===== src/rtl/rs_param_issue_if.sv =====
// rs_param_issue_if: dispatch, CDB wakeup and issue-port bundle for rs_param_issue.
// master drives dispatch/CDB/iss_ready; slave is the reservation station.
interface rs_param_issue_if #(
    parameter int DEPTH   = 16,
    parameter int ROB_W   = 4,
    parameter int NUM_CDB = 2,
    parameter int OP_W    = 6
);
    logic                     rdy;
    logic                     flush;
    logic                     disp_en;
    logic [OP_W-1:0]          disp_op;
    logic [31:0]              disp_v1;
    logic [31:0]              disp_v2;
    logic [ROB_W-1:0]         disp_q1;
    logic [ROB_W-1:0]         disp_q2;
    logic [31:0]              disp_pc;
    logic [31:0]              disp_imm;
    logic [ROB_W-1:0]         disp_rob;
    logic [NUM_CDB-1:0]       cdb_valid;
    logic [NUM_CDB*ROB_W-1:0] cdb_rob;
    logic [NUM_CDB*32-1:0]    cdb_data;
    logic                     iss_valid;
    logic                     iss_ready;
    logic [OP_W-1:0]          iss_op;
    logic [31:0]              iss_v1;
    logic [31:0]              iss_v2;
    logic [31:0]              iss_pc;
    logic [31:0]              iss_imm;
    logic [ROB_W-1:0]         iss_rob;
    logic                     full;
    logic [$clog2(DEPTH):0]   count;

    modport master (
        output rdy, flush, disp_en, disp_op, disp_v1, disp_v2, disp_q1, disp_q2,
               disp_pc, disp_imm, disp_rob, cdb_valid, cdb_rob, cdb_data, iss_ready,
        input  iss_valid, iss_op, iss_v1, iss_v2, iss_pc, iss_imm, iss_rob, full, count
    );
    modport slave (
        input  rdy, flush, disp_en, disp_op, disp_v1, disp_v2, disp_q1, disp_q2,
               disp_pc, disp_imm, disp_rob, cdb_valid, cdb_rob, cdb_data, iss_ready,
        output iss_valid, iss_op, iss_v1, iss_v2, iss_pc, iss_imm, iss_rob, full, count
    );
endinterface


===== src/rtl/rs_param_issue.sv =====
// rs_param_issue: parametrised reservation station with CDB wakeup and a registered issue slot.
// Define RS_AGE_ISSUE_EN for oldest-first selection; otherwise the lowest-index ready entry issues.
module rs_param_issue #(
    parameter int DEPTH   = 16,
    parameter int ROB_W   = 4,
    parameter int NUM_CDB = 2,
    parameter int OP_W    = 6
) (
    input logic         clk,
    input logic         rst,
    rs_param_issue_if.slave rs
);
    localparam int IW = $clog2(DEPTH);
    localparam int CW = IW + 1;

    logic [DEPTH-1:0] busy;
    logic [DEPTH-1:0] ready;
    logic [DEPTH-1:0] pick;
    logic [OP_W-1:0]  e_op  [DEPTH];
    logic [31:0]      e_v1  [DEPTH];
    logic [31:0]      e_v2  [DEPTH];
    logic [31:0]      e_pc  [DEPTH];
    logic [31:0]      e_imm [DEPTH];
    logic [ROB_W-1:0] e_q1  [DEPTH];
    logic [ROB_W-1:0] e_q2  [DEPTH];
    logic [ROB_W-1:0] e_rob [DEPTH];
    logic [32:0]      w1    [DEPTH];
    logic [32:0]      w2    [DEPTH];
    logic [32:0]      b1;
    logic [32:0]      b2;
    logic [IW-1:0]    sel;
    logic [IW-1:0]    fs;
    logic             drain;
    logic             load;
    logic             acc;

    // {hit, data} for a tag; iterating downward lets the lowest bus index win
    function automatic logic [32:0] snoop(input logic [ROB_W-1:0] q, input logic [NUM_CDB-1:0] v,
                                          input logic [NUM_CDB*ROB_W-1:0] r,
                                          input logic [NUM_CDB*32-1:0] d);
        snoop = '0;
        for (int k = NUM_CDB - 1; k >= 0; k--)
            if (q != '0 && v[k] && r[k*ROB_W +: ROB_W] == q) snoop = {1'b1, d[k*32 +: 32]};
    endfunction

    always_comb begin
        for (int i = 0; i < DEPTH; i++) begin
            ready[i] = busy[i] && e_q1[i] == '0 && e_q2[i] == '0;
            w1[i] = snoop(e_q1[i], rs.cdb_valid, rs.cdb_rob, rs.cdb_data);
            w2[i] = snoop(e_q2[i], rs.cdb_valid, rs.cdb_rob, rs.cdb_data);
        end
        b1 = snoop(rs.disp_q1, rs.cdb_valid, rs.cdb_rob, rs.cdb_data);
        b2 = snoop(rs.disp_q2, rs.cdb_valid, rs.cdb_rob, rs.cdb_data);
    end

`ifdef RS_AGE_ISSUE_EN
    // age[i][j] set means entry j was already waiting when entry i arrived
    logic [DEPTH-1:0] age [DEPTH];

    always_comb
        for (int i = 0; i < DEPTH; i++) pick[i] = ready[i] && !(|(age[i] & ready));

    always_ff @(posedge clk)
        if (rst && !rs.flush && acc) begin
            age[fs] <= busy;
            for (int r = 0; r < DEPTH; r++) age[r][fs] <= 1'b0;
        end
`else
    assign pick = ready;
`endif

    always_comb begin
        sel = '0;
        fs  = '0;
        for (int i = DEPTH - 1; i >= 0; i--) begin
            if (pick[i]) sel = IW'(i);
            if (!busy[i]) fs = IW'(i);
        end
    end

    assign rs.full = rs.count == CW'(DEPTH);
    assign drain   = !rs.iss_valid || rs.iss_ready;
    assign load    = rs.rdy && drain && |ready;
    assign acc     = rs.rdy && rs.disp_en && !rs.full;

    always_ff @(posedge clk)
        if (!rst || rs.flush) begin
            busy         <= '0;
            rs.count     <= '0;
            rs.iss_valid <= 1'b0;
            rs.iss_op    <= '0;
            rs.iss_v1    <= '0;
            rs.iss_v2    <= '0;
            rs.iss_pc    <= '0;
            rs.iss_imm   <= '0;
            rs.iss_rob   <= '0;
        end else if (rs.rdy) begin
            for (int i = 0; i < DEPTH; i++) begin
                if (busy[i] && w1[i][32]) begin
                    e_v1[i] <= w1[i][31:0];
                    e_q1[i] <= '0;
                end
                if (busy[i] && w2[i][32]) begin
                    e_v2[i] <= w2[i][31:0];
                    e_q2[i] <= '0;
                end
            end
            if (load) begin
                busy[sel]    <= 1'b0;
                rs.iss_valid <= 1'b1;
                rs.iss_op    <= e_op[sel];
                rs.iss_v1    <= e_v1[sel];
                rs.iss_v2    <= e_v2[sel];
                rs.iss_pc    <= e_pc[sel];
                rs.iss_imm   <= e_imm[sel];
                rs.iss_rob   <= e_rob[sel];
            end else if (drain) rs.iss_valid <= 1'b0;
            if (acc) begin
                busy[fs]  <= 1'b1;
                e_op[fs]  <= rs.disp_op;
                e_v1[fs]  <= b1[32] ? b1[31:0] : rs.disp_v1;
                e_q1[fs]  <= b1[32] ? '0 : rs.disp_q1;
                e_v2[fs]  <= b2[32] ? b2[31:0] : rs.disp_v2;
                e_q2[fs]  <= b2[32] ? '0 : rs.disp_q2;
                e_pc[fs]  <= rs.disp_pc;
                e_imm[fs] <= rs.disp_imm;
                e_rob[fs] <= rs.disp_rob;
            end
            rs.count <= rs.count + CW'(acc) - CW'(load);
        end
endmodule

===== src/flat_wrapper.sv =====
// flat-port wrapper written by rule: the top's interface ports become plain ports
module rs_param_issue_flat 
#(
    parameter int DEPTH   = 16,
    parameter int ROB_W   = 4,
    parameter int NUM_CDB = 2,
    parameter int OP_W    = 6
)
  (clk, rst, rs_rdy, rs_flush, rs_disp_en, rs_disp_op, rs_disp_v1, rs_disp_v2, rs_disp_q1, rs_disp_q2, rs_disp_pc, rs_disp_imm, rs_disp_rob, rs_cdb_valid, rs_cdb_rob, rs_cdb_data, rs_iss_ready, rs_iss_valid, rs_iss_op, rs_iss_v1, rs_iss_v2, rs_iss_pc, rs_iss_imm, rs_iss_rob, rs_full, rs_count);
  rs_param_issue_if #(.DEPTH(DEPTH), .ROB_W(ROB_W), .NUM_CDB(NUM_CDB), .OP_W(OP_W)) rs_i ();
  input logic clk;
  input logic rst;
  input wire logic [$bits(rs_i.rdy)-1:0] rs_rdy;
  input wire logic [$bits(rs_i.flush)-1:0] rs_flush;
  input wire logic [$bits(rs_i.disp_en)-1:0] rs_disp_en;
  input wire logic [$bits(rs_i.disp_op)-1:0] rs_disp_op;
  input wire logic [$bits(rs_i.disp_v1)-1:0] rs_disp_v1;
  input wire logic [$bits(rs_i.disp_v2)-1:0] rs_disp_v2;
  input wire logic [$bits(rs_i.disp_q1)-1:0] rs_disp_q1;
  input wire logic [$bits(rs_i.disp_q2)-1:0] rs_disp_q2;
  input wire logic [$bits(rs_i.disp_pc)-1:0] rs_disp_pc;
  input wire logic [$bits(rs_i.disp_imm)-1:0] rs_disp_imm;
  input wire logic [$bits(rs_i.disp_rob)-1:0] rs_disp_rob;
  input wire logic [$bits(rs_i.cdb_valid)-1:0] rs_cdb_valid;
  input wire logic [$bits(rs_i.cdb_rob)-1:0] rs_cdb_rob;
  input wire logic [$bits(rs_i.cdb_data)-1:0] rs_cdb_data;
  input wire logic [$bits(rs_i.iss_ready)-1:0] rs_iss_ready;
  output wire logic [$bits(rs_i.iss_valid)-1:0] rs_iss_valid;
  output wire logic [$bits(rs_i.iss_op)-1:0] rs_iss_op;
  output wire logic [$bits(rs_i.iss_v1)-1:0] rs_iss_v1;
  output wire logic [$bits(rs_i.iss_v2)-1:0] rs_iss_v2;
  output wire logic [$bits(rs_i.iss_pc)-1:0] rs_iss_pc;
  output wire logic [$bits(rs_i.iss_imm)-1:0] rs_iss_imm;
  output wire logic [$bits(rs_i.iss_rob)-1:0] rs_iss_rob;
  output wire logic [$bits(rs_i.full)-1:0] rs_full;
  output wire logic [$bits(rs_i.count)-1:0] rs_count;
  assign rs_i.rdy = rs_rdy;
  assign rs_i.flush = rs_flush;
  assign rs_i.disp_en = rs_disp_en;
  assign rs_i.disp_op = rs_disp_op;
  assign rs_i.disp_v1 = rs_disp_v1;
  assign rs_i.disp_v2 = rs_disp_v2;
  assign rs_i.disp_q1 = rs_disp_q1;
  assign rs_i.disp_q2 = rs_disp_q2;
  assign rs_i.disp_pc = rs_disp_pc;
  assign rs_i.disp_imm = rs_disp_imm;
  assign rs_i.disp_rob = rs_disp_rob;
  assign rs_i.cdb_valid = rs_cdb_valid;
  assign rs_i.cdb_rob = rs_cdb_rob;
  assign rs_i.cdb_data = rs_cdb_data;
  assign rs_i.iss_ready = rs_iss_ready;
  assign rs_iss_valid = rs_i.iss_valid;
  assign rs_iss_op = rs_i.iss_op;
  assign rs_iss_v1 = rs_i.iss_v1;
  assign rs_iss_v2 = rs_i.iss_v2;
  assign rs_iss_pc = rs_i.iss_pc;
  assign rs_iss_imm = rs_i.iss_imm;
  assign rs_iss_rob = rs_i.iss_rob;
  assign rs_full = rs_i.full;
  assign rs_count = rs_i.count;
  rs_param_issue #(.DEPTH(DEPTH), .ROB_W(ROB_W), .NUM_CDB(NUM_CDB), .OP_W(OP_W)) u_core (.clk(clk), .rst(rst), .rs(rs_i));
endmodule

===== config.mk =====
export PLATFORM = sky130hd
export DESIGN_NAME = rs_param_issue_flat
export DESIGN_NICKNAME = d
export VERILOG_FILES = /design/src/rtl/rs_param_issue_if.sv /design/src/rtl/rs_param_issue.sv /design/src/flat_wrapper.sv
export SDC_FILE = /design/constraint.sdc
export NUM_CORES = 2
export LEC_CHECK = 0
export BUFFER_PORTS_ARGS = -buffer_cell sky130_fd_sc_hd__buf_4
export CORE_MARGIN = 2
export CORE_UTILIZATION = 30
export DETAILED_ROUTE_END_ITERATION = 16
export PLACE_DENSITY_LB_ADDON = 0.1
export SYNTH_ARGS = -nofsm -noshare
export SYNTH_HDL_FRONTEND = slang
export SYNTH_SLANG_ARGS = --single-unit

===== constraint.sdc =====
create_clock -name clk -period 15.85 [get_ports clk]
set_clock_uncertainty 0.2 [all_clocks]
set_input_delay 0.7925 -clock clk [delete_from_list [all_inputs] [get_ports clk]]
set_output_delay 0.7925 -clock clk [all_outputs]
set_load 0.02 [all_outputs]

# Yosys cells after proc, flatten, opt, wreduce, memory -nomap -nowiden
# Memories as Yosys holds them, arrays and structs flattened. A register that Yosys moved wholly into a read port is not among the register bits.
# Cells that the tools add are included.
totals:
  regBits: 22
  mem_bits_rw: 2336
  input_bits: 226
  wordCells: 616
  memories: 8
classes:
  n_addsub: 2
  n_lt_le_gt_ge: 4
  eq_ne: 69
  mux: 246
  bitwise_logic: 3
  n_reduce_logical: 281
mem_list:
  columns: ["memory", "depth", "width", "rd", "rd_clocked_by_memory_dff", "wr", "line_no", "rtl"]
  rows:
  - ["u_core.e_imm", 16, 32, 1, 1, 1, "rs_param_issue.sv:23", "logic [31:0] e_imm [DEPTH];"]
  - ["u_core.e_pc", 16, 32, 1, 1, 1, "rs_param_issue.sv:22", "logic [31:0] e_pc [DEPTH];"]
  - ["u_core.e_v1", 16, 32, 1, 1, 17, "rs_param_issue.sv:20", "logic [31:0] e_v1 [DEPTH];"]
  - ["u_core.e_v2", 16, 32, 1, 1, 17, "rs_param_issue.sv:21", "logic [31:0] e_v2 [DEPTH];"]
  - ["u_core.e_op", 16, 6, 1, 1, 1, "rs_param_issue.sv:19", "logic [OP_W-1:0] e_op [DEPTH];"]
  - ["u_core.e_q1", 16, 4, 16, 0, 17, "rs_param_issue.sv:24", "logic [ROB_W-1:0] e_q1 [DEPTH];"]
  - ["2 more memories", null, null, null, null, null, null, null]
ops:
  columns: ["cell", "n"]
  rows:
  - ["$mux 33", 68]
  - ["$eq 4x4->1", 68]
  - ["$logic_and 1x1->1", 206]
  - ["$mux 1", 136]
  - ["$mux 4", 34]
  - ["$reduce_bool 4->1", 34]
  - ["$logic_not 4->1", 32]
  - ["$mux 16", 4]
  - ["$mux 32", 2]
  - ["$and 16x16->16", 1]
  - ["$not 16->16", 1]
  - ["$or 16x16->16", 1]
  - ["$reduce_or 16->1", 1]
  - ["$lt 4x5->1 const B", 2]
  - ["$demux 1 s4", 2]
  - ["$ge 4x1->1 const B", 2]
  - ["$add 5x1->5", 1]
  - ["$eq 5x5->1 const B", 1]
  - ["$sub 5x1->5", 1]
  - ["$reduce_and 2->1", 2]
  - ["$logic_not 1->1", 3]
  - ["$logic_or 1x1->1", 2]
  - ["$reduce_bool 2->1", 1]

# Logic depth before layout (Yosys ltp)
depth:
  word_depth: 30
  ltp_mapped: 23

# Worst setup path before layout
# Ideal clock, no wire load.
synth_path:
  path_type: "input-to-reg"
  from: "input port rs_cdb_rob[0]"
  to: "memory u_core.e_q1[7][0], enable pin"
  arrival_time_ps: 5387
  t_required_ps: 15171
  slack_ps: 9784
  path_stages: 9
  cell_sequence: "clkbuf_1 -> clkbuf_1 -> buf_2 -> xnor2_1 -> nand4_1 -> nor2_1 -> nor2_1 -> clkbuf_1 -> o21ai_0"
synth_rtl:
  columns: ["element", "line_no", "rtl"]
  rows:
  - ["from (decl)", "flat_wrapper.sv:25", "input wire logic [$bits(rs_i.cdb_rob)-1:0] rs_cdb_rob;"]
  - ["to (decl)", "rs_param_issue.sv:24", null]

==> metrics.yaml <==
yosys.area_share.adder: 0.000825
cts_tree: "built"
vias: 93646
synth.distinct_cells: 86
initial_core_util: 0.301
cts_max_path_buffers: 4
syn2layout_area_growth_pct: 15.5
dieArea_mm2: 0.389
cp-endpoint: "u_core.rs.iss_v1[28]$_SDFFE_PN0P_"
cp_data_required_time_ps: 16450
power_mw: 14.6
r2r-start: "u_core.e_q2[3][0]$_SDFFCE_PN0P_"
grt_overflow: 0
grt_antenna_before_repair: 54
maxSlewViolCount: 0
synth_top_family_by_area: "compound AO/OA/AOI/OAI gates"
hold_path.class: "primary input to register"
setup_viol: 0
drive_above_1_share: 0.131
dpl.hpwl_um: 312000
p_int_mw: 11.2
post_cts_resized: 0
crit_path_start_kind: "register"
synth_xor_area_frac: 0.0184
slew_headroom: 0.113
status: "complete, no violations"
worst_pin_slew_ps: 1310
io-pin-count: 371
finalHoldViolations: 0
yosys.area.top_type_share: 0.609
clk_pin_slew_worst_paths_ps: 60
viasPerCell: 6.44
synth-simple-area-share: 0.0645
ys_warn_count: 0
yosysTopAreaCell: "edfxtp_1"
synth_compound_area_frac: 0.216
syn_inst: 9345
drc: 0
synth_seq_area_share: 0.637
fillers: 37516
avgSynthCellArea_um2: 12.3
synth_fp_nets: 9578
cts_setup_buffers: 0
cp.arrival_ps: 7010
switchingPower_mw: 3.42
ir_drop_mv: 0.100
clockPowerShare: 0.465
cts-root-buf: "clkbuf_16"
h-tree-depth: 5
syn_area_mm2: 0.115
cts_sinks: 2496
cts-buffers-inserted: 301
fin_crit_sh: 0.405
synth_ff_type: "edfxtp_1"
critPathLaunch: "u_core.e_q2[3][0]$_SDFFCE_PN0P_"
portBuffers: 370
fmax_ghz: 0.156
muxShareOfSynthArea: 0.0232
drv_cap: 0
r2r_slack_ps: 9440
swShare: 0.234
synth_edf_count: 2336
drtPass1Iterations: 6
leakage_nw: 40.4
worst_slack_ps: 9440
period_needed_ps: 6410
endpoint_kind: "register"
drt-initial-drc-count: 13944
avgRoutedWirePerCell_um: 41.0
chipWidth_um: 624
clk_latency_ps: 960
ant_nets: 0
grt_pass1_wl_um: 795000
wirelength_um: 596000
gp_congestion: 0.837
dpl_worst_slack_ps: 9640
first_global_vias: 90032
grt_setup_unrepaired: "false"
seqPwrFrac: 0.491
pwr-share-comb: 0.044
hold_slack_ps: 79.6
core_mm2: 0.382
r2r_end: "u_core.rs.iss_v1[28]$_SDFFE_PN0P_"
grtUsageTotal: 0.295
path_class: "register to register"
fin_tns_setup_ps: 0
core.rowCount: 227
grt_max_degree: 116
yosys-top-cells-area: "edfxtp_1 61%, a221oi_1 5.4%, a22oi_1 4.8%, a21oi_1 4.6%, dfxtp_1 2.8%"
synth-seq-cells: 2496
fin_nets: 9466
synthArstFlopShare: 0
critPathMaxFanout: 45
dieHeight_um: 624
r2r_cells: 14
power_density_mw_per_mm2: 110
-- final cells by class --
| type | instances | area (µm²) | area share |
|---|---|---|---|
| Tap cell | 5038 | 6300 | 0.0474 |
| Inverter | 32 | 218 | 0.00164 |
| Clock buffer | 420 | 8230 | 0.0619 |
| Timing Repair Buffer | 704 | 5620 | 0.0422 |
| Antenna cell | 28 | 70.1 | 0.000527 |
| Clock inverter | 125 | 1120 | 0.00839 |
| Sequential cell | 2496 | 73400 | 0.551 |
| Multi-Input combinational cell | 5698 | 38200 | 0.287 |
-- cells in the final DEF, fill, tap and decap left out, types with 17 or more instances in the layout --
master | Yosys | final
a211oi_1 | 62 | 62
o211ai_1 | 58 | 58
a22o_1 | 104 | 104
mux2i_1 | 259 | 259
o21a_1 | 32 | 32
clkbuf_8 | 0 | 17
o21ai_0 | 369 | 353
a22oi_1 | 736 | 736
o221a_1 | 17 | 17
and3_1 | 37 | 17
o21ai_1 | 55 | 55
a222oi_1 | 86 | 86
a21oi_1 | 1065 | 1064
nor3_1 | 58 | 54
a221o_1 | 91 | 91
buf_4 | 19 | 615
clkbuf_1 | 845 | 98
clkinv_1 | 1 | 55
a221oi_1 | 710 | 710
a221oi_2 | 17 | 17
nor2_1 | 729 | 681
nand3_1 | 116 | 112
xnor2_1 | 109 | 109
nor2_4 | 1 | 50
clkbuf_16 | 0 | 305
dlygate4sd3_1 | 0 | 78
edfxtp_1 | 2336 | 2336
a32oi_1 | 25 | 25
nand4_1 | 32 | 32
or3_1 | 96 | 96
clkinv_2 | 0 | 31
xor2_1 | 133 | 133
diode_2 | 0 | 28
a21o_1 | 36 | 35
dfxtp_1 | 160 | 160
nand2_1 | 380 | 372
nor2b_1 | 33 | 29
a31oi_1 | 33 | 30
nor4_1 | 39 | 39
-- critical path: stages (launching register included) --
cell	delay (ps)
edfxtp_1	440
nor4_2	680
nand4b_2	450
nand4_4	420
nor3_4	70
buf_4	290
a21o_4	490
inv_8	500
buf_4	810
buf_4	730
nand2_1	110
a221oi_1	290
o21ai_0	200
a221oi_1	320
a21oi_1	100
-- Yosys cell counts, drive strengths merged, types with 7 or more instances --
library cell,number
a2111oi,12
a211oi,65
a21boi,7
a21o,36
a21oi,1070
a221o,91
a221oi,727
a222oi,86
a22o,104
a22oi,736
a31o,13
a31oi,33
a32oi,25
and3,37
buf,274
clkbuf,845
dfxtp,160
edfxtp,2336
inv,31
mux2,7
mux2i,259
nand2,382
nand3,119
nand4,35
nand4b,7
nor2,733
nor2b,33
nor3,65
nor4,53
o211ai,59
o21a,32
o21ai,424
o221a,17
o22ai,11
o2bb2ai,13
or3,96
or4,15
xnor2,109
xor2,133
-- power groups by stage --
stage	Clock (mW)	Combinational, mW	Sequential (mW)
after detailed placement	0	0.611	7.31
final	6.80	0.648	7.18
after floorplan	0	0.306	7.32
after global routing	7.11	0.673	7.17
after global placement	0	0.603	7.31
after CTS	6.88	0.631	7.17
-- metrics by stage --
| step | area, µm² | utilization | cells |
|---|---|---|---|
| global route | 133000 | 0.348 | 14517 |
| finish | 133000 | 0.348 | 14541 |
| CTS | 133000 | 0.348 | 14513 |
| global placement | 123000 | 0.321 | 13890 |
| floorplan | 115000 | - | 9345 |
| detailed placement | 123000 | 0.321 | 13890 |
-- how the worst min path moves through the flow --
stage	endpoint	startpoint	slack, ps	depth (start not counted)
2_1_floorplan	u_core.rs.iss_pc[4]$_SDFFE_PN0P_	u_core.e_pc[1][4]$_DFFE_PP_	270	2
3_3_place_gp	u_core.rs.iss_valid$_SDFFE_PN0P_	u_core.rs.iss_valid$_SDFFE_PN0P_	270	2
3_5_place_dp	u_core.rs.iss_valid$_SDFFE_PN0P_	u_core.rs.iss_valid$_SDFFE_PN0P_	280	2
4_1_cts	u_core.rs.iss_valid$_SDFFE_PN0P_	rs_flush	30	3
5_1_grt	u_core.rs.iss_valid$_SDFFE_PN0P_	rs_flush	100	3
6_report	u_core.rs.iss_valid$_SDFFE_PN0P_	rs_flush	80	3
-- layer usage --
metal / wire (µm) / global-route usage / vias up
met5: 171 / 0 / -
met2: 274000 / 0.478 / 6305
met4: 34800 / 0.148 / 26
met1: 233000 / 0.374 / 48525
li1: - / - / 37081
met3: 54700 / 0.0601 / 1709
-- cell families (layout without fill, tap and decap cells) --
| family | after synthesis | in the layout |
|---|---|---|
| muxes | 266 | 266 |
| DFF | 2496 | 2496 |
| buffers and inverters | 1151 | 1281 |
| and+or+nand+nor | 1606 | 1606 |
| xor gates and xnor gates | 242 | 242 |
| adders and majority gates | 7 | 7 |
| other | 0 | 28 |
| AOI/OAI and AO/OA | 3577 | 3577 |
-- timing repair --
item                                   in CTS  in global routing
endpoints found under the hold margin    1188                  0
setup endpoints to repair                   0                  0
hold buffers                               78                  0
-- state kept, by name, summed over array words and instances, names as in the netlist --
| signal | cells |
|---|---|
| u_core.e_pc | 512 |
| u_core.rs.iss_pc | 32 |
| u_core.e_op | 96 |
| u_core.rs.iss_imm | 32 |
| u_core.rs.iss_rob | 4 |
| u_core.e_v1 | 512 |
| u_core.e_imm | 512 |
| u_core.rs.count | 5 |
| u_core.rs.iss_v2 | 32 |
| u_core.e_q1 | 64 |
| u_core.rs.iss_op | 6 |
| u_core.rs.iss_v1 | 32 |
| u_core.e_rob | 64 |
| u_core.e_q2 | 64 |
| u_core.busy | 16 |
| u_core.rs.iss_valid | 1 |
| u_core.e_v2 | 512 |
No activity file was read; power rests on OpenSTA's default activity.
